[src/rtl/srff_pkg.sv]
`default_nettype none
// +--------------------------------------------------------------------------+
// | Package : srff_pkg                                                       |
// | Brief   : Shared types and helpers for the SR flop-bank excitation       |
// |           driver: FSM state encoding, S/R pair encoding, per-bit         |
// |           excitation function.                                           |
// | Rev     : 1.0  initial release                                           |
// +--------------------------------------------------------------------------+
package srff_pkg;

  // Driver FSM states.
  typedef enum logic [1:0] {
    SRD_IDLE  = 2'd0,
    SRD_APPLY = 2'd1,
    SRD_CHECK = 2'd2
  } srd_state_e;

  // Excitation pair encoding, {s, r}.
  localparam logic [1:0] SR_HOLD    = 2'b00;
  localparam logic [1:0] SR_RST     = 2'b01;
  localparam logic [1:0] SR_SET     = 2'b10;
  localparam logic [1:0] SR_ILLEGAL = 2'b11;

  // Excitation needed to move one flop from q_bit to target_bit.
  // Only SET, RST or HOLD can ever be returned, so the illegal pair is
  // structurally impossible downstream.
  function automatic logic [1:0] sr_excite(input logic target_bit, input logic q_bit);
    logic [1:0] pair;
    pair = SR_HOLD;
    if (target_bit && !q_bit) begin
      pair = SR_SET;
    end else if (!target_bit && q_bit) begin
      pair = SR_RST;
    end
    return pair;
  endfunction

endpackage : srff_pkg
`default_nettype wire

[src/rtl/srff_excite_drv_if.sv]
`default_nettype none
// +--------------------------------------------------------------------------+
// | Interface : srff_excite_drv_if                                           |
// | Brief     : Target handshake, bank feedback and excitation/status bus    |
// |             between a requester/SR bank (master) and the driver (slave). |
// | Rev       : 1.0  initial release                                         |
// +--------------------------------------------------------------------------+
interface srff_excite_drv_if #(
  parameter int W = 8
);
  localparam int CW = $clog2(W + 1);

  logic [W-1:0]  tgt;
  logic          tgt_valid;
  logic          tgt_ready;
  logic [W-1:0]  q_fb;
  logic [W-1:0]  s;
  logic [W-1:0]  r;
  logic [CW-1:0] chg_cnt;
  logic          done;
  logic          err;
  logic          err_flag;

  // Requester side together with the SR bank it fronts.
  modport master (
    output tgt, tgt_valid, q_fb,
    input  tgt_ready, s, r, chg_cnt, done, err, err_flag
  );

  // Excitation driver side.
  modport slave (
    input  tgt, tgt_valid, q_fb,
    output tgt_ready, s, r, chg_cnt, done, err, err_flag
  );

endinterface : srff_excite_drv_if
`default_nettype wire

[src/rtl/popcount.sv]
`default_nettype none
// +--------------------------------------------------------------------------+
// | Module : popcount                                                        |
// | Brief  : Combinational population count of a W-bit vector.              |
// | Rev    : 1.0  initial release                                            |
// +--------------------------------------------------------------------------+
module popcount #(
  parameter int W = 8
) (
  input  wire logic [W-1:0]             vec_i,
  output logic      [$clog2(W+1)-1:0]   cnt_o
);

  localparam int CW = $clog2(W + 1);

  // Sum of set bits; a simple adder chain is adequate at these widths.
  always_comb begin
    cnt_o = '0;
    for (int i = 0; i < W; i++) begin
      cnt_o = cnt_o + CW'(vec_i[i]);
    end
  end

endmodule : popcount
`default_nettype wire

[src/rtl/srff_excite_drv.sv]
`default_nettype none
// +--------------------------------------------------------------------------+
// | Module : srff_excite_drv                                                 |
// | Brief  : Excitation driver for a bank of W positive-edge SR flops.      |
// |          Accepts a target word, drives one cycle of s/r computed from   |
// |          the bank feedback, verifies the result and re-applies up to    |
// |          MAX_RETRY times before flagging an error.                      |
// | Rev    : 1.0  initial release                                            |
// +--------------------------------------------------------------------------+
module srff_excite_drv
  import srff_pkg::*;
#(
  parameter int W         = 8,
  parameter int MAX_RETRY = 2
) (
  input wire logic          clk,
  input wire logic          clear_n,
  srff_excite_drv_if.slave  bus
);

  localparam int         CW          = $clog2(W + 1);
  localparam logic [2:0] MAX_RETRY_C = 3'(MAX_RETRY);

  srd_state_e    state_q,    state_d;
  logic [W-1:0]  tgt_q,      tgt_d;
  logic [2:0]    retry_q,    retry_d;
  logic [W-1:0]  s_q,        s_d;
  logic [W-1:0]  r_q,        r_d;
  logic [CW-1:0] chg_cnt_q,  chg_cnt_d;
  logic          done_q,     done_d;
  logic          err_q,      err_d;
  logic          err_flag_q, err_flag_d;

  logic [W-1:0]  ex_tgt_w;
  logic [W-1:0]  exc_s_w;
  logic [W-1:0]  exc_r_w;
  logic [CW-1:0] pop_w;
  logic          match_w;

  // The excitation source is the incoming word on accept and the latched
  // target on a re-apply; those are the only two states that load s/r.
  assign ex_tgt_w = (state_q == SRD_IDLE) ? bus.tgt : tgt_q;
  assign match_w  = (bus.q_fb == tgt_q);

  for (genvar gi = 0; gi < W; gi++) begin : g_excite
    logic [1:0] pair_w;
    assign pair_w      = sr_excite(ex_tgt_w[gi], bus.q_fb[gi]);
    // Decoding by exact code keeps s and r disjoint by construction.
    assign exc_s_w[gi] = (pair_w == SR_SET);
    assign exc_r_w[gi] = (pair_w == SR_RST);
  end

  popcount #(
    .W (W)
  ) u_popcount (
    .vec_i (ex_tgt_w ^ bus.q_fb),
    .cnt_o (pop_w)
  );

  // Next-state and registered-output logic; s/r and pulses default to zero
  // so excitation lasts exactly one cycle.
  always_comb begin
    state_d    = state_q;
    tgt_d      = tgt_q;
    retry_d    = retry_q;
    s_d        = '0;
    r_d        = '0;
    chg_cnt_d  = chg_cnt_q;
    done_d     = 1'b0;
    err_d      = 1'b0;
    err_flag_d = err_flag_q;

    case (state_q)
      SRD_IDLE: begin
        if (bus.tgt_valid) begin
          tgt_d     = bus.tgt;
          s_d       = exc_s_w;
          r_d       = exc_r_w;
          chg_cnt_d = pop_w;
          retry_d   = '0;
          state_d   = SRD_APPLY;
        end
      end

      SRD_APPLY: begin
        // The bank samples the excitation on this edge; drop it afterwards.
        state_d = SRD_CHECK;
      end

      SRD_CHECK: begin
        if (match_w) begin
          done_d  = 1'b1;
          state_d = SRD_IDLE;
        end else if (retry_q < MAX_RETRY_C) begin
          s_d       = exc_s_w;
          r_d       = exc_r_w;
          chg_cnt_d = pop_w;
          retry_d   = retry_q + 3'd1;
          state_d   = SRD_APPLY;
        end else begin
          err_d      = 1'b1;
          err_flag_d = 1'b1;
          state_d    = SRD_IDLE;
        end
      end

      default: begin
        state_d = SRD_IDLE;
      end
    endcase
  end

  // State and output registers; clear_n discards any pending target at once.
  always_ff @(posedge clk or negedge clear_n) begin
    if (!clear_n) begin
      state_q    <= SRD_IDLE;
      tgt_q      <= '0;
      retry_q    <= '0;
      s_q        <= '0;
      r_q        <= '0;
      chg_cnt_q  <= '0;
      done_q     <= 1'b0;
      err_q      <= 1'b0;
      err_flag_q <= 1'b0;
    end else begin
      state_q    <= state_d;
      tgt_q      <= tgt_d;
      retry_q    <= retry_d;
      s_q        <= s_d;
      r_q        <= r_d;
      chg_cnt_q  <= chg_cnt_d;
      done_q     <= done_d;
      err_q      <= err_d;
      err_flag_q <= err_flag_d;
    end
  end

  assign bus.tgt_ready = (state_q == SRD_IDLE);
  assign bus.s         = s_q;
  assign bus.r         = r_q;
  assign bus.chg_cnt   = chg_cnt_q;
  assign bus.done      = done_q;
  assign bus.err       = err_q;
  assign bus.err_flag  = err_flag_q;

endmodule : srff_excite_drv
`default_nettype wire

[src/flat_wrapper.sv]
// flat-port wrapper written by rule: the top's interface ports become plain ports
module srff_excite_drv_flat import srff_pkg::*;
#(
  parameter int W         = 8,
  parameter int MAX_RETRY = 2
)
  (clk, clear_n, bus_tgt, bus_tgt_valid, bus_q_fb, bus_tgt_ready, bus_s, bus_r, bus_chg_cnt, bus_done, bus_err, bus_err_flag);
  srff_excite_drv_if #(.W(W)) bus_i ();
  input wire logic clk;
  input wire logic clear_n;
  input wire logic [$bits(bus_i.tgt)-1:0] bus_tgt;
  input wire logic [$bits(bus_i.tgt_valid)-1:0] bus_tgt_valid;
  input wire logic [$bits(bus_i.q_fb)-1:0] bus_q_fb;
  output wire logic [$bits(bus_i.tgt_ready)-1:0] bus_tgt_ready;
  output wire logic [$bits(bus_i.s)-1:0] bus_s;
  output wire logic [$bits(bus_i.r)-1:0] bus_r;
  output wire logic [$bits(bus_i.chg_cnt)-1:0] bus_chg_cnt;
  output wire logic [$bits(bus_i.done)-1:0] bus_done;
  output wire logic [$bits(bus_i.err)-1:0] bus_err;
  output wire logic [$bits(bus_i.err_flag)-1:0] bus_err_flag;
  assign bus_i.tgt = bus_tgt;
  assign bus_i.tgt_valid = bus_tgt_valid;
  assign bus_i.q_fb = bus_q_fb;
  assign bus_tgt_ready = bus_i.tgt_ready;
  assign bus_s = bus_i.s;
  assign bus_r = bus_i.r;
  assign bus_chg_cnt = bus_i.chg_cnt;
  assign bus_done = bus_i.done;
  assign bus_err = bus_i.err;
  assign bus_err_flag = bus_i.err_flag;
  srff_excite_drv #(.W(W), .MAX_RETRY(MAX_RETRY)) u_core (.clk(clk), .clear_n(clear_n), .bus(bus_i));
endmodule
[config.mk]
export PLATFORM = sky130hd
export DESIGN_NAME = srff_excite_drv_flat
export DESIGN_NICKNAME = d
export VERILOG_FILES = /design/src/rtl/srff_pkg.sv /design/src/rtl/srff_excite_drv_if.sv /design/src/rtl/popcount.sv /design/src/rtl/srff_excite_drv.sv /design/src/flat_wrapper.sv
export SDC_FILE = /design/constraint.sdc
export NUM_CORES = 1
export LEC_CHECK = 0
export ABC_AREA = 1
export BUFFER_PORTS_ARGS = -buffer_cell sky130_fd_sc_hd__buf_2
export CELL_PAD_IN_SITES_DETAIL_PLACEMENT = 1
export CELL_PAD_IN_SITES_GLOBAL_PLACEMENT = 2
export CORE_MARGIN = 3
export CORE_UTILIZATION = 34
export DETAILED_ROUTE_END_ITERATION = 6
export GPL_TIMING_DRIVEN = 0
export PLACE_DENSITY_LB_ADDON = 0.05
export SYNTH_ARGS = -nofsm -noshare
export SYNTH_HDL_FRONTEND = slang
export SYNTH_SLANG_ARGS = --single-unit
[constraint.sdc]
create_clock -name clk -period 5.6 [get_ports clk]
set_clock_uncertainty 0.15 [all_clocks]
set_input_delay 1.12 -clock clk [delete_from_list [all_inputs] [get_ports clk]]
set_output_delay 1.12 -clock clk [all_outputs]
set_load 0.01 [all_outputs]
-- Word-level counts from Yosys, hierarchy flattened
Index checks and enable logic that the tools add are counted.
- add/sub/neg operators: 8
- eq/ne operators: 22
- bitwise logic cells: 3
- reductions and logical operators: 37
- muxes and demuxes: 42
- magnitude comparators: 1
- operators with widths (kind ; number):
    2-to-1 mux 8 bit ; 7
    one-hot mux 8 bit (2 select lines) ; 2
    2-to-1 mux 2 bit ; 10
    equality test 2 x 1 -> 1 bit, second input constant ; 9
    equality test 2 bit, second input constant ; 9
    adder 4 x 1 -> 4 bit ; 4
    logical AND 1 bit ; 16
    logical NOT 1 bit ; 16
    2-to-1 mux 1 bit ; 14
    2-to-1 mux 4 bit ; 3
    2-to-1 mux 3 bit ; 3
    equality test 8 bit ; 1
    one-hot mux 4 bit (2 select lines) ; 1
    XOR 8 bit ; 1
    one-hot mux 2 bit (3 select lines) ; 1
    one-hot mux 3 bit (2 select lines) ; 1
    adder 3 x 1 -> 4 bit ; 1
    != test 2 bit, second input constant ; 2
    AND reduction 4 bit ; 1
    adder 2 x 1 -> 3 bit ; 1
    adder 3 x 1 -> 3 bit, second input constant ; 1
    < comparator 3 x 2 -> 1 bit, second input constant ; 1
    AND reduction 3 bit ; 1
    adder 1 x 1 -> 2 bit ; 1
    5 further kinds ; 6
- bits in registers: 36
- logic and storage cells: 122
- output and inout port bits: 24

-- Depth between registers and ports, before layout
- depth after elaboration: 13
- mapped depth: 17

-- Cells and area by module
Synthesis repeated with hierarchy kept, for this count alone.
- cell total of the unflattened synthesis: 232
- area, all modules: 2165.8 sq um
- by module, submodules not included (module ; area each (sq um) ; instances ; cells each):
    srff_excite_drv ; 1964.4 ; 1 ; 203
    popcount ; 201.4 ; 1 ; 29

-- Least setup slack after synthesis
OpenSTA, ideal clock, no wires.
- path type: input to register
- start point: input port bus_tgt[0]
- end point: register u_core.chg_cnt_q[1] (netlist: u_core.bus.chg_cnt[1])
- path slack: 1.294 ns
- arrival: 4.090 ns
- stages: 15
- data required time: 5.385 ns
- path buffers: 0
- library setup time: 0.065 ns
- cells stage by stage: nand2_1 -> o21ai_0 -> ha_1 -> fa_1 -> inv_1 -> fa_1 -> inv_1 -> fa_1 -> inv_1 -> ha_1 -> inv_1 -> fa_1 -> inv_1 -> nand3_1 -> nand2_1
- word-level cells in the longest chain between the ends: 12
- elaborated cells between the ends (all ways): 13
- classes of those cells: 7 x add/sub; 5 x mux; 1 x bitwise
- RTL lines (element ; RTL line ; RTL):
    from (decl) ; flat_wrapper.sv:11 ; input wire logic [$bits(bus_i.tgt)-1:0] bus_tgt;
    2-to-1 mux 8 bit (*) ; srff_excite_drv.sv:42 ; assign ex_tgt_w = (state_q == SRD_IDLE) ? bus.tgt : tgt_q;
    XOR 8 bit (*) ; srff_excite_drv.sv:56 ; .vec_i (ex_tgt_w ^ bus.q_fb),
    adder 1 x 1 -> 2 bit (*) ; popcount.sv:20 ; cnt_o = cnt_o + CW'(vec_i[i]);
    adder 2 x 1 -> 3 bit (*) ; popcount.sv:20 ;
    adder 3 x 1 -> 4 bit (*) ; popcount.sv:20 ;
    adder 4 x 1 -> 4 bit (*) (4 in series) ; popcount.sv:20 ;
    2-to-1 mux 4 bit ; srff_excite_drv.sv:94 ; end else if (retry_q < MAX_RETRY_C) begin
    2-to-1 mux 4 bit ; srff_excite_drv.sv:91 ; if (match_w) begin
    one-hot mux 4 bit (2 select lines) (*) ; srff_excite_drv.sv:73 ; case (state_q)
    to (signal assigned) ; srff_excite_drv.sv:131 ; chg_cnt_q <= chg_cnt_d;
    to (decl) ; srff_excite_drv.sv:29 ; logic [CW-1:0] chg_cnt_q, chg_cnt_d;
Mark *: on every way between the ends. The rest lies on a longest branch, timed or not. The select of a mux whose other input is x is not followed.
A chain may end at the register's enable or synchronous reset.

-- Worst setup path after layout
- start point: register u_core.state_q[1]
- end point: register u_core.chg_cnt_q[2] (netlist: u_core.bus.chg_cnt[2])
- word-level cells in the longest chain between the ends: 13
- elaborated cells between the ends (all ways): 20
- classes of those cells: 7 x add/sub; 4 x eq/ne; 5 x mux; 1 x bitwise; 3 x reduce/logical
- RTL lines (element ; RTL line ; RTL):
    from (decl) ; srff_excite_drv.sv:24 ; srd_state_e state_q, state_d;
    from (signal assigned) ; srff_excite_drv.sv:126 ; state_q <= state_d;
    logical NOT 2 bit ; srff_excite_drv.sv:42, srff_excite_drv.sv:73 ;
    2-to-1 mux 8 bit ; srff_excite_drv.sv:42 ;
    XOR 8 bit ; srff_excite_drv.sv:56 ;
    adder 1 x 1 -> 2 bit ; popcount.sv:20 ;
    adder 2 x 1 -> 3 bit ; popcount.sv:20 ;
    adder 3 x 1 -> 4 bit ; popcount.sv:20 ;
    adder 4 x 1 -> 4 bit (4 in series) ; popcount.sv:20 ;
    2-to-1 mux 4 bit ; srff_excite_drv.sv:94 ;
    2-to-1 mux 4 bit ; srff_excite_drv.sv:91 ;
    one-hot mux 4 bit (2 select lines) ; srff_excite_drv.sv:73 ;
Several ways; a longest one is shown, not always the timed one. The select of a mux whose other input is x is not followed.

==> impl_metrics.py <==
metrics = {
    "synth": {
        "ys_warn_count": 0,
        "synth_area_um2": 2090,
        "async_reset_ff_share_pct": 100,
        "syn-num-nets": 257,
        "yosys.cell_types.count": 28,
        "synth_edf_count": 0,
        "synth_flop_cell": "dfrtp_1",
        "synth_seq_cells": 36,
        "synth_seq_area_share_pct": 43.1,
        "syn_avg_cell_area_um2": 9.76,
        "syn_inst": 214,
    },
    "place": {
        "gp_congestion": 0.745,
        "dp_hpwl_um": 3630,
        "dpl_worst_slack_ps": 978,
        "numPortBuffers": 42,
    },
    "cells_and_area": {
        "final_cell_mix": "buf_2, dfrtp_1, inv_1, nand2_1, ha_1",
        "fillers": 690,
        "area_growth_pct": 19.7,
        "multiInputGateArea_um2": 991,
        "drive_gt1_share_pct": 31.4,
        "nets": 306,
        "final_common_cell": "buf_2",
        "antenna_cells": 0,
        "regArea_um2": 901,
    },
    "drt": {
        "wire_per_inst_um": 14.6,
        "ant_nets": 0,
        "drc": 0,
        "drt_iter0_drc": 30,
        "vias": 1535,
        "dr.pass1.iters": 4,
        "routed_via_density": 4.57,
        "wl_um": 4910,
    },
    "clock_network": {
        "htreeDepth": 2,
        "clk_latency_ps": 290,
        "cts_resized": 0,
        "numCtsBuffers": 5,
        "post-cts-setup-buffers": 0,
        "path_clk_slew_ps": 80,
        "cts_buffer_depth": 2,
        "ctsHoldBuffers": 0,
        "cts.sinks": 36,
        "cts_tree": "yes",
        "root_buffer": "clkbuf_8",
    },
    "timing": {
        "final-hold-violation-count": 0,
        "setup_slack_ps": 1170,
        "setup_violations": 0,
        "timing.final.crit_share_pct": 79.1,
        "setup_tns_ps": 0,
        "slew_viol_final": 0,
        "finalCriticalPeriod_ps": 4430,
        "rsz0062_at_grt": "no",
        "worst_pin_slew_ps": 854,
        "max_freq_ghz": 0.226,
        "relSlewSlack_pct": 43.0,
    },
    "setup_path": {
        "crit_path_end_kind": "flip-flop",
        "critPathArrivalTime_ps": 4500,
        "cp-start-kind": "flip-flop",
        "cp.required_ps": 5680,
        "cp_max_fo": 10,
        "path_class": "flip-flop to flip-flop",
        "rrSetupSlack_ps": 1170,
    },
    "floorplanning": {
        "io_pins": 43,
        "rows": 27,
        "coreArea_um2": 5710,
        "dieArea_um2": 7120,
        "initial_utilization_pct": 36.6,
        "die_h_um": 84.4,
        "die_w_um": 84.4,
    },
    "outcome": {
        "status": "completed",
    },
    "power_and_ir_drop": {
        "leakage_nw": 1.42,
        "fin_total_pwr_mw": 1.74,
        "ir_drop_uv": 408,
        "power_density_nw_per_um2": 696,
    },
    "global_route": {
        "grt_pass1_wl_um": 8430,
        "grt_usage_pct": 15.2,
        "grt_pass1_vias": 1646,
        "antenna_found_initial": 0,
        "overflow": 0,
        "grt_start_max_net_pins": 37,
    },
    "hold_path": {
        "hold_class": "flip-flop to flip-flop",
    },
    "flow_run": {
        "maxCapViolCount": 0,
    },
}
-- per-stage QoR --
step	instances	hold WS, ps	util, %	instance area [µm²]
6_report	336	331	43.8	2500
5_1_grt	336	367	43.8	2500
4_1_cts	336	341	43.8	2500
3_5_place_dp	328	317	41.9	2390
3_3_place_gp	328	306	41.9	2390
2_1_floorplan	214	339	-	2090
-- per-layer routing --
layer	track usage (%)	wire, µm
met1	21.1	2420
met2	23.8	2260
met3	3.83	209
met4	3.88	25
met5	0	0
-- cell type report --
| type | instances | share of cell area (%) |
|---|---|---|
| multi-input cells | 133 | 39.6 |
| inverters | 38 | 5.70 |
| clock inverters | 3 | 1.70 |
| flip-flops and latches | 36 | 36.0 |
| repair buffers | 42 | 8.40 |
| clock buffers | 5 | 2.75 |
| well taps | 72 | 3.60 |
| plain buffers | 7 | 2.20 |
-- final timing paths --
kind,from,to,cells after the start
worst min register to register,u_core.bus.err_flag,u_core.bus.err_flag,1
max in group asynchronous,clear_n,u_core.tgt_q[0],1
min in group asynchronous,clear_n,u_core.bus.s[3],1
worst max-delay path,u_core.state_q[1],u_core.bus.chg_cnt[2],17
worst min-delay path,u_core.bus.err_flag,u_core.bus.err_flag,1
worst max register to register,u_core.state_q[1],u_core.bus.chg_cnt[2],17
-- cells in the mapped netlist, types with 6 or more instances --
| cell type | count | area [µm²] |
|---|---|---|
| inv_1 | 33 | 124 |
| dfrtp_1 | 36 | 901 |
| nand2_1 | 33 | 124 |
| a21boi_2 | 6 | 67.6 |
| nand3_1 | 7 | 35.0 |
| ha_1 | 20 | 250 |
| a21boi_1 | 6 | 45.0 |
| xnor2_1 | 6 | 52.6 |
| o21ai_0 | 9 | 45.0 |
| nand3_2 | 7 | 70.1 |
| nor2_1 | 10 | 37.5 |
| a21oi_1 | 7 | 35.0 |
-- registers in the layout (all words and copies together), names as in the netlist --
signal,count
u_core.bus.chg_cnt,4
u_core.tgt_q,8
u_core.bus.err_flag,1
u_core.bus.done,1
u_core.bus.err,1
u_core.bus.s,8
u_core.state_q,2
u_core.bus.r,8
u_core.retry_q,3
-- critical path, stage by stage (launching register included) --
cell	delay, ps
dfrtp_1	430
nor2_4	300
buf_2	310
nand2_1	70
o21ai_0	120
ha_1	310
fa_1	560
inv_1	60
fa_1	530
inv_1	50
fa_1	470
inv_1	80
ha_1	160
inv_1	50
fa_1	370
xnor2_1	150
nand3_1	100
nand2_1	90
-- power by group --
part / internal [mW] / total [mW] / leakage [nW] / switching [mW]
sequential: 0.353 / 0.400 / 0.464 / 0.0472
clock: 0.132 / 0.230 / 0.0541 / 0.0980
combinational: 0.458 / 1.11 / 0.897 / 0.652
total: 0.943 / 1.74 / 1.42 / 0.797
-- cells by family (layout without fill, tap and decap cells) --
| logic type | count (synthesis) | count (layout) | synth area share (%) |
|---|---|---|---|
| flip-flops | 36 | 36 | 43.1 |
| buffers and inverters | 45 | 95 | 9.46 |
| adder cells (fa/ha/maj) | 24 | 24 | 15.8 |
| AND/OR/NAND/NOR | 68 | 68 | 17.2 |
| AO/OA/AOI/OAI | 34 | 34 | 11.4 |
| XOR/XNOR | 7 | 7 | 2.93 |
No activity file was read; power rests on OpenSTA's default activity.
